### src/rtl/peek_fifo_pkg.sv
// Default sizing for the per-VC peek FIFO; a router-wide flit width can be sourced here.
package peek_fifo_pkg;
  localparam int unsigned PF_DATA_WIDTH   = 32;
  localparam int unsigned PF_DEPTH_BITS   = 3;
  localparam int unsigned PF_IN_BUFFERS   = 2;
endpackage

### src/rtl/peek_fifo.sv
// Single-clock FIFO with combinational head peek/pop and early-full credit margin.
// Instantiated positionally per VC, so the port order below must not change.
module peek_fifo
  import peek_fifo_pkg::*;
#(
  parameter int unsigned DATA_WIDTH   = PF_DATA_WIDTH,
  parameter int unsigned Q_DEPTH_BITS = PF_DEPTH_BITS,
  parameter int unsigned Q_IN_BUFFERS = PF_IN_BUFFERS
) (
  input  logic                  clk,
  input  logic                  reset,
  input  logic [DATA_WIDTH-1:0] write_data,
  input  logic                  wrtEn,
  input  logic                  rdEn,
  input  logic                  peek,
  output logic [DATA_WIDTH-1:0] read_data,
  output logic                  valid,
  output logic                  full,
  output logic                  empty
);

  localparam int unsigned DEPTH       = 1 << Q_DEPTH_BITS;
  localparam int unsigned FULL_THRESH = DEPTH - Q_IN_BUFFERS;
  localparam logic [Q_DEPTH_BITS:0] LP_DEPTH  = (Q_DEPTH_BITS+1)'(DEPTH);
  localparam logic [Q_DEPTH_BITS:0] LP_THRESH = (Q_DEPTH_BITS+1)'(FULL_THRESH);

  logic [DATA_WIDTH-1:0]   r_mem [DEPTH];
  logic [Q_DEPTH_BITS-1:0] r_head;
  logic [Q_DEPTH_BITS-1:0] r_tail;
  logic [Q_DEPTH_BITS:0]   r_count;

  logic w_empty;
  logic w_wr;
  logic w_pop;

  assign w_empty = (r_count == '0);
  // Writes are refused only at physical capacity, even if a pop lands in the same cycle.
  assign w_wr    = wrtEn && (r_count < LP_DEPTH);
  assign w_pop   = rdEn && !w_empty;

  assign empty     = w_empty;
  assign full      = (r_count >= LP_THRESH);
  assign valid     = (rdEn | peek) & ~w_empty;
  assign read_data = valid ? r_mem[r_head] : '0;

  // Storage has no reset; stale words are unreachable once the pointers clear.
  always_ff @(posedge clk) begin
    if (w_wr && !reset) begin
      r_mem[r_tail] <= write_data;
    end
  end

  always_ff @(posedge clk) begin
    if (reset) begin
      r_head  <= '0;
      r_tail  <= '0;
      r_count <= '0;
    end else begin
      if (w_wr) begin
        r_tail <= r_tail + 1'b1;
      end
      if (w_pop) begin
        r_head <= r_head + 1'b1;
      end
      case ({w_wr, w_pop})
        2'b10:   r_count <= r_count + 1'b1;
        2'b01:   r_count <= r_count - 1'b1;
        default: r_count <= r_count;
      endcase
    end
  end

endmodule

### config.mk
export PLATFORM = sky130hd
export DESIGN_NAME = peek_fifo
export DESIGN_NICKNAME = d
export VERILOG_FILES = /design/src/rtl/peek_fifo_pkg.sv /design/src/rtl/peek_fifo.sv
export SDC_FILE = /design/constraint.sdc
export NUM_CORES = 1
export LEC_CHECK = 0
export ABC_AREA = 1
export CELL_PAD_IN_SITES_DETAIL_PLACEMENT = 0
export CELL_PAD_IN_SITES_GLOBAL_PLACEMENT = 1
export CORE_MARGIN = 1.5
export CORE_UTILIZATION = 48
export DETAILED_ROUTE_END_ITERATION = 10
export PLACE_DENSITY_LB_ADDON = 0.1
export SLEW_MARGIN = 10
export SYNTH_ARGS = -nofsm -noshare
export SYNTH_HDL_FRONTEND = slang
export SYNTH_SLANG_ARGS = --single-unit
### constraint.sdc
create_clock -name clk -period 4.6 [get_ports clk]
set_clock_uncertainty 0.15 [all_clocks]
set_input_delay 0.92 -clock clk [delete_from_list [all_inputs] [get_ports clk]]
set_output_delay 0.92 -clock clk [all_outputs]
set_load 0.02 [all_outputs]
==> results.yml <==
status:
  status: "complete, no violations"
cts:
  cts_setup_buffers: 0
  hold_buffers: 0
  clk_latency_ns: 0.53
  cts_made_buffers: 28
  htreeDepth: 1
  cts_resized: 0
  numClockSinks: 269
  clockBufferDepth: 3
  root_buffer: "clkbuf_16"
  cts_tree: "built"
  cts.clk_slew.worst_paths_ns: 0.06
grt:
  use_met3: 0.03100
  grt_pass1_wl_mm: 37.57
  antenna_found_initial: 0
  grt_max_degree: 93
  globalRouteTotalUtil: 0.2054
  grt_pass1_vias: 6996
  overflow: 0
  top_usage_layer: "met2"
  gr-usage-met1: 0.2782
  grt_util_met2: 0.3486
setup_path:
  critPathArrivalTime_ns: 2.87
  worst-path-max-fanout: 42
  reg2reg_depth: 6
  worstSetupStartpointType: "flip-flop"
  critPathKind: "flip-flop to primary output"
  required_ns: 3.53
  critPathCaptureType: "primary output"
die:
  rows: 54
  die_x_um: 152.6
  io_pins: 72
  core_area_um2: 21890
  die_height_um: 152.6
  fp.dieArea_um2: 23270
  initial_utilization: 0.4905
final_layout:
  drive_gt1_frac: 0.07619
  nets: 968
  post-route-util: 0.5761
  area_growth_pct: 17.46
  fill_cells: 1762
  diodes: 0
synth:
  yosys_warnings: 0
  synth_seq_cells: 269
  ys.flop_type: "edfxtp_1"
  syn-instance-count: 853
  yosys.cell_count.top_type: "edfxtp_1"
  synth_top_cells_by_count: "edfxtp_1 (256), nor2_1 (234), o21ai_0 (135)"
  syn_area_per_cell_um2: 12.59
  synthArstFlopShare: 0
  synth_nets: 895
  synth_area_leaders: "edfxtp_1 (72%), nor2_1 (8.2%), o21ai_0 (6.3%)"
  synth_top_cell_area_share: 0.7160
  syn_area_um2: 10740
  ys_types: 25
  ys_seq_area_frac: 0.7402
  synth-edff-count: 256
  synth_area_leader_cell: "edfxtp_1"
hold_path:
  min_path_type: "flip-flop to flip-flop"
  min_path_cells: 1
placed_design:
  dp_hpwl_mm: 12.79
  gp_congestion: 0.7847
  numPortBuffers: 71
  place_ws_ns: 0.7622
route:
  ant_nets: 0
  routed_wl_mm: 23.82
  wl_per_cell_um: 19.44
  vias: 6807
  first_pass_iters: 5
  drc: 0
  drtIter0Drc: 475
  viasPerCell: 5.557
timing:
  worst_slew_pin_slew_ns: 0.8705
  slew-limit-headroom: 0.4197
  hold_viol_final: 0
  min_period_over_period: 0.8575
  fmax_mhz: 253.5
  finalMaxSlewViolations: 0
  rsz0062_at_grt: "false"
  min_period_ns: 3.945
  worst_slack_ns: 0.6555
  finalSetupViolations: 0
  fin_setup_tns_ns: 0
power_and_ir_drop:
  p_per_area_nw_per_um2: 563.7
  total_power_mw: 7.108
  p_leak_nw: 4.250
  max-vdd-ir-drop_v: 0.0003519
run:
  drv_cap: 0
-- metrics by stage --
| step | cells | instance area, um2 | hold WS [ns] |
|---|---|---|---|
| 3_5_place_dp | 1176 | 11770 | 0.3330 |
| 5_1_grt | 1225 | 12610 | 0.3738 |
| 4_1_cts | 1225 | 12610 | 0.3515 |
| 6_report | 1225 | 12610 | 0.3399 |
| 3_3_place_gp | 1176 | 11770 | 0.3086 |
| 2_1_floorplan | 853 | 10740 | 0.2976 |
-- registers in the layout, summed over array words and instances (netlist names), named ones only --
name	cells
r_count	4
r_mem	256
r_tail	3
r_head	3
-- cell usage in the layout, fill, tap and decap left out, drive strengths merged, types with 2 or more instances in the layout --
cell,count
o22ai,32
dfxtp,13
buf,23
edfxtp,256
nor3,5
o211ai,32
clkinv,11
nand2,48
nand3,3
nor2,235
o21ai,138
clkdlybuf4s50,71
clkbuf,37
inv,20
xnor2,2
a21oi,10
ha,5
-- where the power goes --
part	total, mW	internal, mW	switching (mW)	leakage, nW
Combinational	2.16	0.811	1.35	1.42
Clock	2.07	1.20	0.866	0.410
Sequential	2.88	2.79	0.0917	2.42
Total	7.11	4.80	2.30	4.25
-- per-layer routing --
layer / up-vias / routed length, um
li1: 3219 / -
met1: 3393 / 10710
met2: 160 / 11710
met3: 35 / 930
met4: 0 / 460
met5: - / 0
-- critical path: stages, from the launching register on --
cell	delay (ns)
dfxtp_4	0.64
buf_4	0.42
o21ai_0	0.14
o211ai_1	0.28
nand2_1	0.10
nor2_1	0.12
clkdlybuf4s50_1	0.62
-- final cells by class --
class | instances | area [um2] | share of cell area
clock buffer | 37 | 755.7 | 0.05993
clock inverter | 12 | 82.58 | 0.006548
inverter | 20 | 76.32 | 0.006052
multi-input combinational | 513 | 2444 | 0.1938
sequential | 269 | 7956 | 0.6309
tap | 280 | 350.3 | 0.02778
timing repair buffer | 94 | 945.9 | 0.07501
-- cell families (layout without fill, tap and decap cells) --
kind of cell	after synthesis	in the layout	synth area share
buffers and inverters	71	163	0.03682
XOR/XNOR	3	3	0.002448
flip-flops	269	269	0.7402
AO/OA/AOI/OAI	212	212	0.1100
adder cells (fa/ha/maj)	5	5	0.005827
AND/OR/NAND/NOR	293	293	0.1046
-- final timing paths --
kind              slack (ns)            end  startpoint
hold / removal          0.34      flip-flop   r_head[0]
setup reg to reg        2.22    r_mem[5][6]  r_count[3]
hold reg to reg         0.34      flip-flop   r_head[0]
setup / recovery        0.66  read_data[31]   flip-flop
Note: power is estimated with default switching activity, not from simulation.
